File: config.mk
export PLATFORM = sky130hd
export DESIGN_NAME = camera_spi_register_file
export DESIGN_NICKNAME = d
export VERILOG_FILES = /design/src/rtl/camera_spi_pkg.sv /design/src/rtl/spi_write_shadow_register.sv /design/src/rtl/camera_spi_register_file.sv
export SDC_FILE = /design/constraint.sdc
export NUM_CORES = 1
export LEC_CHECK = 0
export ABC_AREA = 1
export BUFFER_PORTS_ARGS = -buffer_cell sky130_fd_sc_hd__buf_4
export CORE_ASPECT_RATIO = 1.2
export CORE_MARGIN = 5
export CORE_UTILIZATION = 29
export CTS_BUF_LIST = sky130_fd_sc_hd__clkbuf_4 sky130_fd_sc_hd__clkbuf_8
export DETAILED_ROUTE_END_ITERATION = 6
export PLACE_DENSITY_LB_ADDON = 0.3
export SLEW_MARGIN = 5
export SYNTH_ARGS = -nofsm -noshare
export SYNTH_HDL_FRONTEND = slang
export SYNTH_SLANG_ARGS = --single-unit
File: constraint.sdc
create_clock -name clock_in -period 3.18 [get_ports clock_in]
set_input_delay 0.636 -clock clock_in [delete_from_list [all_inputs] [get_ports clock_in]]
set_output_delay 0.636 -clock clock_in [all_outputs]
set_load 0.02 [all_outputs]
File: src/rtl/camera_spi_pkg.sv
// Shared opcodes, response codes and transaction state for the camera SPI register file.
package camera_spi_pkg;

    localparam logic [7:0] OP_CAPTURE     = 8'h20;
    localparam logic [7:0] OP_BYTES_AVAIL = 8'h21;
    localparam logic [7:0] OP_READ_DATA   = 8'h22;
    localparam logic [7:0] OP_ZOOM        = 8'h23;
    localparam logic [7:0] OP_PAN         = 8'h24;
    localparam logic [7:0] OP_METERING    = 8'h25;
    localparam logic [7:0] OP_COMPRESSION = 8'h26;
    localparam logic [7:0] OP_HISTOGRAM   = 8'h27;
    localparam logic [7:0] OP_STATUS      = 8'h28;

    localparam logic [7:0] RESP_UNKNOWN = 8'hFF;
    localparam logic [7:0] RESP_RANGE   = 8'h00;

    typedef enum logic {IDLE, ACTIVE} state_t;

endpackage

File: src/rtl/spi_write_shadow_register.sv
// Assembles an MSB-first multi-byte SPI write in a shadow and commits it atomically
// at the end of the transaction when the received byte count is acceptable.
module spi_write_shadow_register #(
    parameter int WIDTH       = 16,
    parameter int NUM_BYTES   = 2,
    parameter bit EXACT_COUNT = 1'b1
) (
    input  logic             clock_in,
    input  logic             reset_in,
    input  logic             i_clear,
    input  logic             i_byte_valid,
    input  logic [7:0]       i_byte,
    input  logic             i_commit,
    output logic [WIDTH-1:0] o_value,
    output logic             o_count_error
);

    localparam int SHADOW_W = NUM_BYTES * 8;
    localparam int CNT_W    = $clog2(NUM_BYTES + 2);
    localparam logic [CNT_W-1:0] CNT_FULL = CNT_W'(NUM_BYTES);
    localparam logic [CNT_W-1:0] CNT_OVER = CNT_W'(NUM_BYTES + 1);

    logic [SHADOW_W-1:0] r_shadow;
    logic [CNT_W-1:0]    r_count;
    logic                w_count_ok;

    // Non-exact registers (single-byte settings) accept any non-empty write; the last byte wins.
    assign w_count_ok    = EXACT_COUNT ? (r_count == CNT_FULL) : (r_count != '0);
    assign o_count_error = i_commit && EXACT_COUNT && !w_count_ok;

    // NOTE: sequential state uses non-blocking assignments so every flop samples pre-edge values.
    always_ff @(posedge clock_in) begin
        if (reset_in) begin
            r_shadow <= '0;
            r_count  <= '0;
            o_value  <= '0;
        end else begin
            if (i_clear) begin
                r_shadow <= '0;
                r_count  <= '0;
            end else if (i_byte_valid) begin
                r_shadow <= (r_shadow << 8) | SHADOW_W'(i_byte);
                if (r_count != CNT_OVER) begin
                    r_count <= r_count + CNT_W'(1);
                end
            end
            if (i_commit && w_count_ok) begin
                o_value <= r_shadow[WIDTH-1:0];
            end
        end
    end

endmodule

File: src/rtl/camera_spi_register_file.sv
// SPI register file between the opcode/operand deframer and the camera pipeline:
// coherent statistics snapshots, atomic multi-byte writes, capture control and status.
module camera_spi_register_file
    import camera_spi_pkg::*;
#(
    parameter int BYTE_COUNT_WIDTH    = 16,
    parameter int NUM_CHANNELS        = 3,
    parameter int NUM_HISTOGRAM_BINS  = 8,
    parameter int OPERAND_COUNT_WIDTH = 8,
    parameter int COMPRESSION_WIDTH   = 4
) (
    input  logic                                         clock_in,
    input  logic                                         reset_in,
    input  logic [7:0]                                   op_code_in,
    input  logic                                         op_code_valid_in,
    input  logic [7:0]                                   operand_in,
    input  logic                                         operand_valid_in,
    input  logic [OPERAND_COUNT_WIDTH-1:0]               operand_count_in,
    output logic [7:0]                                   response_out,
    output logic                                         response_valid_out,
    output logic                                         start_capture_out,
    input  logic                                         capture_busy_in,
    output logic [COMPRESSION_WIDTH-1:0]                 compression_factor_out,
    output logic [15:0]                                  zoom_factor_out,
    output logic [15:0]                                  pan_level_out,
    input  logic [BYTE_COUNT_WIDTH-1:0]                  bytes_available_in,
    input  logic [7:0]                                   data_in,
    output logic [BYTE_COUNT_WIDTH-1:0]                  bytes_read_out,
    input  logic [NUM_CHANNELS*8-1:0]                    metering_in,
    input  logic [NUM_CHANNELS*NUM_HISTOGRAM_BINS*8-1:0] histogram_in,
    output logic                                         histogram_read_enable_out
);

    localparam int NUM_COUNT_BYTES = BYTE_COUNT_WIDTH / 8;
    localparam int NUM_BINS_TOTAL  = NUM_CHANNELS * NUM_HISTOGRAM_BINS;

    state_t                          r_state, w_state_next;
    logic                            r_op_valid_d;
    logic [7:0]                      r_opcode;
    logic [1:0]                      r_opv_hist;
    logic [7:0]                      r_operand_d;
    logic                            r_sticky_error;
    logic [NUM_CHANNELS*8-1:0]       r_meter_snap;
    logic [NUM_BINS_TOTAL*8-1:0]     r_hist_snap;
    logic [BYTE_COUNT_WIDTH-1:0]     r_avail_snap;

    logic                            w_start, w_end, w_opv_rise;
    logic [7:0]                      w_eff_opcode, w_response;
    logic [NUM_CHANNELS*8-1:0]       w_meter_src;
    logic [NUM_BINS_TOTAL*8-1:0]     w_hist_src;
    logic [BYTE_COUNT_WIDTH-1:0]     w_avail_live, w_avail_src;
    logic [31:0]                     w_index;
    logic                            w_zoom_err, w_pan_err, w_comp_err;

    assign w_start    = (r_state == IDLE) && op_code_valid_in && !r_op_valid_d;
    assign w_end      = (r_state == ACTIVE) && !op_code_valid_in;
    assign w_opv_rise = (r_state == ACTIVE) && r_opv_hist[0] && !r_opv_hist[1];

    // In the start cycle the snapshot is still being loaded, so reads look through to the live inputs.
    assign w_avail_live = bytes_available_in - bytes_read_out;
    assign w_avail_src  = w_start ? w_avail_live : r_avail_snap;
    assign w_meter_src  = w_start ? metering_in  : r_meter_snap;
    assign w_hist_src   = w_start ? histogram_in : r_hist_snap;
    assign w_eff_opcode = w_start ? op_code_in   : r_opcode;
    assign w_index      = 32'(operand_count_in);

    always_ff @(posedge clock_in) begin
        if (reset_in) r_state <= IDLE;
        else          r_state <= w_state_next;
    end

    // NOTE: every always_comb output gets a default first so no path can infer a latch.
    always_comb begin
        w_state_next = r_state;
        case (r_state)
            IDLE:    if (w_start) w_state_next = ACTIVE;
            ACTIVE:  if (w_end)   w_state_next = IDLE;
            default: w_state_next = IDLE;
        endcase
    end

    always_comb begin
        w_response = RESP_RANGE;
        case (w_eff_opcode)
            OP_BYTES_AVAIL:
                for (int b = 0; b < NUM_COUNT_BYTES; b++)
                    if (w_index == 32'(b)) w_response = w_avail_src[(NUM_COUNT_BYTES-1-b)*8 +: 8];
            OP_READ_DATA:
                w_response = data_in;
            OP_METERING:
                for (int c = 0; c < NUM_CHANNELS; c++)
                    if (w_index == 32'(c)) w_response = w_meter_src[c*8 +: 8];
            OP_HISTOGRAM:
                for (int h = 0; h < NUM_BINS_TOTAL; h++)
                    if (w_index == 32'(h)) w_response = w_hist_src[h*8 +: 8];
            OP_STATUS:
                if (w_index == 32'd0) w_response = {6'b0, r_sticky_error, capture_busy_in};
            OP_CAPTURE, OP_ZOOM, OP_PAN, OP_COMPRESSION:
                w_response = RESP_RANGE;
            default:
                w_response = RESP_UNKNOWN;
        endcase
    end

    always_ff @(posedge clock_in) begin
        if (reset_in) begin
            // Tracking the live level means a transaction cut by reset cannot restart until a fresh rising edge.
            r_op_valid_d              <= op_code_valid_in;
            r_opcode                  <= '0;
            r_opv_hist                <= '0;
            r_operand_d               <= '0;
            r_sticky_error            <= 1'b0;
            r_meter_snap              <= '0;
            r_hist_snap               <= '0;
            r_avail_snap              <= '0;
            response_out              <= '0;
            response_valid_out        <= 1'b0;
            start_capture_out         <= 1'b0;
            histogram_read_enable_out <= 1'b0;
            bytes_read_out            <= '0;
        end else begin
            r_op_valid_d              <= op_code_valid_in;
            r_opv_hist                <= {r_opv_hist[0], operand_valid_in};
            r_operand_d               <= operand_in;
            start_capture_out         <= 1'b0;
            histogram_read_enable_out <= 1'b0;
            if (w_start) begin
                r_opcode                  <= op_code_in;
                r_opv_hist                <= '0;
                r_meter_snap              <= metering_in;
                r_hist_snap               <= histogram_in;
                r_avail_snap              <= w_avail_live;
                histogram_read_enable_out <= 1'b1;
                response_valid_out        <= 1'b1;
                response_out              <= w_response;
                if (op_code_in == OP_CAPTURE) begin
                    if (capture_busy_in) begin
                        r_sticky_error <= 1'b1;
                    end else begin
                        start_capture_out <= 1'b1;
                        bytes_read_out    <= '0;
                    end
                end
            end else if (r_state == ACTIVE) begin
                if (w_end) begin
                    response_valid_out <= 1'b0;
                    response_out       <= '0;
                    if (r_opcode == OP_STATUS)                   r_sticky_error <= 1'b0;
                    else if (w_zoom_err || w_pan_err || w_comp_err) r_sticky_error <= 1'b1;
                end else begin
                    response_valid_out <= 1'b1;
                    response_out       <= w_response;
                end
                if (w_opv_rise && (r_opcode == OP_READ_DATA) && (bytes_read_out < bytes_available_in)) begin
                    bytes_read_out <= bytes_read_out + BYTE_COUNT_WIDTH'(1);
                end
            end
        end
    end

    spi_write_shadow_register #(.WIDTH(16), .NUM_BYTES(2), .EXACT_COUNT(1'b1)) u_zoom (
        .clock_in      (clock_in),
        .reset_in      (reset_in),
        .i_clear       (w_start),
        .i_byte_valid  (w_opv_rise && (r_opcode == OP_ZOOM)),
        .i_byte        (r_operand_d),
        .i_commit      (w_end && (r_opcode == OP_ZOOM)),
        .o_value       (zoom_factor_out),
        .o_count_error (w_zoom_err)
    );

    spi_write_shadow_register #(.WIDTH(16), .NUM_BYTES(2), .EXACT_COUNT(1'b1)) u_pan (
        .clock_in      (clock_in),
        .reset_in      (reset_in),
        .i_clear       (w_start),
        .i_byte_valid  (w_opv_rise && (r_opcode == OP_PAN)),
        .i_byte        (r_operand_d),
        .i_commit      (w_end && (r_opcode == OP_PAN)),
        .o_value       (pan_level_out),
        .o_count_error (w_pan_err)
    );

    spi_write_shadow_register #(.WIDTH(COMPRESSION_WIDTH), .NUM_BYTES(1), .EXACT_COUNT(1'b0)) u_compression (
        .clock_in      (clock_in),
        .reset_in      (reset_in),
        .i_clear       (w_start),
        .i_byte_valid  (w_opv_rise && (r_opcode == OP_COMPRESSION)),
        .i_byte        (r_operand_d),
        .i_commit      (w_end && (r_opcode == OP_COMPRESSION)),
        .o_value       (compression_factor_out),
        .o_count_error (w_comp_err)
    );

endmodule

==> run metrics, run 1 <==
unrepaired setup endpoints after global routing yes; worst reg2reg startpoint r_op_valid_d; core region area ~56000 sq um; Slew headroom between 20% and 30%; Post-Route WL approximately 57000 um; outcome finished, violations left; Synth Flop Type dfxtp_1; required time of the critical path 3.71 ns; row count between 90 and 100; critical path launch point type register; Register Area between 7000 and 8000 sq um; Hold Slack about 0.20 ns; first-pass GRT wire length about 87000 um; total global-route track usage roughly 18%; Final Hold Fails 0; CP Capture Type register; area of the multi-input gates between 7000 and 8000 sq um; CTS Buf Count 66; Yosys warnings 0; CP max FO 9; initial DRC count roughly 1000; fraction of layout cells with a size suffix above 1 a little over a quarter; H-tree levels 3; final instance area about 22000 sq um; Synth async-reset ratio 0%; M3 GR Usage between 3 and 4%; Synth Instances about 2200; Sink Count approximately 360; IO Pins ~330; drt drc 3; Detailed Place HPWL between 40000 and 50000 um; vias in the first global route between 15000 and 20000; worst hold path type input port to register; Initial Utilization between 20% and 30%; Mapped Area ~16000 sq um; flop-to-flop setup slack 0.22 ns; post-synth net total between 2000 and 3000; Avg Cell Area, Syn 7.40 sq um; Period Utilization, post-route between 90% and 100%; WP data arrival 3.49 ns; routed length per instance 16.5 um; worst ir drop on vdd approximately 0.32 mV; Antenna Nets Post-Route 0; CTS Hold Bufs 0; CTS tree built; routed vias ~16000; Worst Skew 0.0303 ns; Port Buffers about 330; total of max-cap violations 0; leftover overflow at the end of global routing 0; Netlist cell types between 50 and 60; vias per inst approximately 4.6; PnR worst setup slack between 0.2 and 0.25 ns; Seq/Total Area, Yosys 43.7%; CP Class register to register; met2 Use GR 30.6%; DIE WIDTH ~230 um; GRT busiest layer met2; Synth Register Bits around 360; Pleak 10.7 nW; area grow syn2layout 33.6%; pin count of the biggest net entering global routing around 220; root buffer cell clkbuf_8; EDFF count, synth 0; Hold Startpoint operand_in[4]; total die area roughly 60000 sq um; fin crit period 2.96 ns; Placer Congestion roughly 0.9; Clock Tree Buf Depth 3; Die Y approximately 270 um; final max-slew violation count 0; Fill cells between 5000 and 6000; pre-CTS setup slack -0.360 ns; Post-DP Area 20500 sq um; clk_lat worst skew roughly 0.66 ns; Layout Nets 2954; Worst Max-Slew Pin Slew about 1.2 ns; Pwr per Cell Area about 500 nW/um^2; failing checks DRC; CP startpoint r_op_valid_d; Worst-path clk slew 0.06 ns; DRT Pass-1 Iters 7; count of final setup violators 0; initial antenna violation count 11; M1 GR Usage about a fifth; setup TNS 0 ns; maximum clock frequency approximately 0.34 GHz
-- per-stage QoR --
stage | power (W) | cells | util, %
after floorplan | 0.00559 | 2219 | -
after global placement | 0.00621 | 3319 | 36.5
after detailed placement | 0.00623 | 3319 | 36.5
after CTS | 0.0111 | 3433 | 39.0
after global routing | 0.0114 | 3443 | 39.1
final | 0.0109 | 3443 | 39.1
-- path summary, 6_finish.rpt --
path                                         to  cells past startpoint
worst max-delay path            response_out[3]                     21
worst min-delay path             r_operand_d[4]                      3
worst max register to register  response_out[3]                     21
worst min register to register    r_opv_hist[1]                      2
-- cells in the final DEF, fill, tap and decap left out, types with 3 or more instances in the layout --
cell | netlist | layout
a21oi_1 | 114 | 114
or2_2 | 99 | 99
ha_1 | 23 | 23
buf_4 | 12 | 461
o21ai_0 | 152 | 152
nand4_1 | 43 | 43
clkbuf_4 | 0 | 15
buf_12 | 0 | 10
mux2i_1 | 95 | 95
a211oi_1 | 36 | 36
inv_8 | 0 | 3
o21ai_1 | 9 | 9
nor2_2 | 9 | 8
o21a_1 | 4 | 4
nand2_1 | 360 | 360
nand3_1 | 42 | 42
inv_1 | 238 | 237
inv_2 | 3 | 4
nor2_1 | 413 | 413
o22ai_1 | 13 | 13
inv_6 | 0 | 3
nand3_2 | 3 | 3
clkinv_1 | 4 | 4
clkinv_2 | 0 | 6
xnor2_1 | 3 | 3
clkbuf_8 | 0 | 83
nor3_1 | 38 | 38
dfxtp_1 | 358 | 358
o21bai_1 | 3 | 3
nand2_2 | 12 | 12
diode_2 | 0 | 9
xor2_1 | 9 | 9
a31oi_1 | 4 | 4
nor4_1 | 7 | 7
-- timing repair --
action,CTS,global route
setup buffers,0,1
endpoints found under the setup margin,0,4
gates resized for setup,0,3
-- cell families (layout without fill, tap and decap cells) --
group,count (synthesis),in the layout,synth area share [%]
simple gates,1037,1037,27.5
flops,358,358,43.7
compound gates,349,349,11.7
buf+inv,344,832,8.83
mux,95,95,5.79
fa+ha+maj,24,24,1.88
xor+xnor,12,12,0.640
other cells,0,9,0
-- report_power, final --
group	total (W)	leakage [nW]	switching [W]	internal, W
sequential	0.00475	2.92	0.0000590	0.00469
clock	0.00478	0.750	0.00206	0.00271
combinational	0.00138	7.01	0.000733	0.000650
total	0.0109	10.7	0.00286	0.00805
-- layer usage --
layer / wire length [um] / vias up
met5: 13 / -
met4: 2160 / 2
met3: 3320 / 109
met2: 27800 / 428
met1: 23400 / 7380
li1: - / 8030
-- worst max-delay path, cell delays in order, from the launching register on --
cell and delay (ns):
dfxtp_1 0.31, inv_2 0.09, nand3_4 0.13, buf_4 0.20, o21ai_0 0.30, a21oi_1 0.11
nand2_1 0.08, nand4_1 0.14, nor2_1 0.14, nand4_1 0.13, nand2_1 0.13, nand3_1 0.11
nand2_1 0.09, nand4_1 0.12, nor2_1 0.16, nand4_1 0.12, nand2_1 0.14, nand2_1 0.07
nand2_1 0.09, nand2_1 0.07, nand2_1 0.07, nand2_1 0.05
-- synth_stat cells (3+ instances only) --
library cell  number  share of area, %
o21a_1             4              0.18
nand3_2            3              0.18
a211oi_1          36               1.6
a21oi_1          114               3.5
clkbuf_1          59               1.3
buf_4             12              0.55
nand2_1          360               8.2
ha_1              23               1.8
o22ai_1           13              0.50
a31oi_1            4              0.15
dfxtp_1          358                44
nand3_1           42               1.3
clkinv_1           4             0.091
inv_1            238               5.4
o21ai_1            9              0.27
nand4_1           43               1.6
mux2i_1           95               5.8
xor2_1             9              0.48
o21bai_1           3              0.14
o21ai_0          152               4.6
buf_6             11              0.75
nand2_2           12              0.46
inv_2              3             0.069
nor4_1             7              0.27
nor2_1           413               9.4
nor3_1            38               1.2
buf_2             16              0.49
or2_2             99               3.8
xnor2_1            3              0.16
nor2_2             9              0.34
-- final cells by class --
cell class,count,share of cell area [%]
Multi-Input combinational cell,1517,35.6
Sequential cell,358,32.7
Timing Repair Buffer,473,16.8
Clock buffer,98,5.72
Inverter,245,4.19
Tap cell,727,4.15
Clock inverter,16,0.753
Antenna cell,9,0.103
-- registers in the layout, summed over array words and instances (netlist names), 2 cells and up --
| register | count |
|---|---|
| bytes_read_out | 16 |
| r_avail_snap | 16 |
| r_hist_snap | 192 |
| r_meter_snap | 24 |
| r_opcode | 8 |
| r_operand_d | 8 |
| r_opv_hist | 2 |
| response_out | 8 |
| u_compression.o_value | 4 |
| u_compression.r_count | 2 |
| u_compression.r_shadow | 4 |
| u_pan.o_value | 16 |
| u_pan.r_count | 2 |
| u_pan.r_shadow | 16 |
| u_zoom.o_value | 16 |
| u_zoom.r_count | 2 |
| u_zoom.r_shadow | 16 |
No activity file was read; power rests on OpenSTA's default activity.
==> inputs of run 2 (changes only) <==
Settings changed: CORE_UTILIZATION 29 to 35, CTS_CLUSTER_DIAMETER set to 120.
==> run metrics, run 2 (synthesis results as in run 1) <==
Clk pwr share approximately 44%; Largest register FFs approximately 190; CP Class register to register; CTS tree built; Port Buffers approximately 330; RR Endpoint response_out[3]; P_sw ~0.0028 W; Slew headroom a little over two fifths; Die Y about 250 um; WL met1 22900 um; leftover overflow at the end of global routing 0; Internal ~0.0083 W; Final Non-Filler Cells 3350; leading cell type in the layout, fill and taps excluded buf_4; R2R depth 22; total global-route track usage 20.3%; Worst Skew ~0.032 ns; vias in the first global route about 16000; Power, Total approximately 0.011 W; PnR worst setup slack 0.246 ns; IO Pins around 330; first-pass GRT wire length 84200 um; CP startpoint r_op_valid_d; Max Used Layer met5; Antenna Nets Post-Route 0; total of max-cap violations 0; outcome completed; met2 WL approximately 26000 um; row count 87; Crit-path slowest cell dfxtp_1; DIE WIDTH 208 um; CTS Buf Count 60; initial DRC count between 800 and 900; largest registers r_hist_snap: 192 flops, r_meter_snap: 24 flops; Top cell by count, worst path nand2_1; Period Utilization, post-route between 90% and 100%; crit-path cells inv_2 -> nand3_4 -> buf_4 -> buf_12 -> nand2_1 -> o21ai_0 -> nand2_1 -> nand4_1 -> nor2_1 -> nand4_1 -> nand2_1 -> nand3_1 -> nand2_1 -> nand4_1 -> nor2_1 -> nand4_1 -> nand2_1 -> nand2_1 -> nand2_1 -> nand2_1 -> nand2_1 -> nand2_1; post-CTS sizing 0; CP peak stage delay 0.31 ns; Pwr per Cell Area just over 500 nW/um^2; Gate power share about 13%; critical path launch point type register; routed length per instance approximately 16 um; commonest cells after routing, fill and taps aside 479 x buf_4, 412 x nor2_1, 360 x nand2_1; maximum clock frequency ~0.34 GHz; final max-slew violation count 0; drt drc 0; CTS Hold Bufs 0; crit path to response_out[3]; register with the most flip-flops r_hist_snap; vias per inst about 4.8; fraction of layout cells with a size suffix above 1 ~27%; flop-to-flop setup slack 0.25 ns; post-CTS setup buffers 0; Hold Slack roughly 0.21 ns; Detailed Place HPWL 41300 um; root buffer cell clkbuf_8; routed vias between 15000 and 20000; pin count of the biggest net entering global routing about 140; Post-Route WL 54400 um; total die area roughly 51000 sq um; H-tree levels 2; Worst Max-Slew Pin Slew around 0.86 ns; worst hold path type input port to register; area grow syn2layout 33.7%; fin crit period approximately 3 ns; Clock Tree Buf Depth 3; Layout Nets between 2000 and 3000; CP max FO 24; unrepaired setup endpoints after global routing no; Sink Count 358; count of final setup violators 0; initial antenna violation count 4; core region area between 40000 and 50000 sq um; Final Hold Fails 0; Worst-path clk slew about 0.06 ns; DRT Pass-1 Iters 5; WP data arrival about 3.5 ns; CP Capture Type register; WL met3 3530 um; Pleak about 11 nW; pre-CTS setup slack -0.142 ns; clk_lat worst skew roughly 0.66 ns; worst ir drop on vdd between 0.3 and 0.4 mV; Placer Congestion slightly below 0.9; Sw Ratio between 20 and 30%; placed cell count between 3000 and 4000; Initial Utilization between 30% and 40%; worst reg2reg startpoint r_op_valid_d; required time of the critical path between 3 and 4 ns; Seq pwr share 43.0%
==> run 2: power groups by stage <==
stage / Clock, W / Combinational [W] / Sequential (W)
after floorplan: 0 / 0.000748 / 0.00484
after global placement: 0 / 0.00140 / 0.00484
after detailed placement: 0 / 0.00142 / 0.00484
after CTS: 0.00501 / 0.00143 / 0.00474
after global routing: 0.00522 / 0.00157 / 0.00476
final: 0.00487 / 0.00142 / 0.00474
==> run 2: layout make-up <==
type,instances,area [sq um]
Multi-Input combinational cell,1517,7800
Clock inverter,20,283
Antenna cell,3,7.51
Clock buffer,94,1170
Fill cell,4606,24800
Timing Repair Buffer,490,3800
Sequential cell,358,7170
Tap cell,623,779
Inverter,245,920
==> run 2: critical path: cells and delay by family, from the launching register on <==
| kind | cells | cell delay, ns |
|---|---|---|
| buffers and inverters | 3 | 0.44 |
| and+or+nand+nor | 18 | 1.94 |
| AOI/OAI and AO/OA | 1 | 0.15 |
| DFF | 1 | 0.31 |
==> run 2: routing by layer <==
metal	vias up	global-route usage, %
li1	8053	-
met1	7360	25.2
met2	508	35.1
met3	116	3.91
met4	2	7.88
met5	-	0
==> run 2: metrics by stage <==
| stage | util (%) | setup TNS (ns) | instance area, sq um |
|---|---|---|---|
| 2_1_floorplan | - | 0 | 16400 |
| 3_3_place_gp | 43.8 | -0.331 | 20500 |
| 3_5_place_dp | 43.8 | -0.332 | 20500 |
| 4_1_cts | 47.0 | 0 | 21900 |
| 5_1_grt | 47.0 | 0 | 21900 |
| 6_report | 47.0 | 0 | 21900 |
==> run 2: worst min path at each step <==
| stage | startpoint | depth (start not counted) | end |
|---|---|---|---|
| 5_1_grt | operand_in[6] | 3 | r_operand_d[6] |
| 3_5_place_dp | r_opv_hist[0] | 2 | r_opv_hist[1] |
| 3_3_place_gp | r_opv_hist[0] | 2 | r_opv_hist[1] |
| 2_1_floorplan | r_opv_hist[0] | 2 | r_opv_hist[1] |
| 4_1_cts | operand_in[6] | 3 | r_operand_d[6] |
| 6_report | operand_in[6] | 3 | r_operand_d[6] |
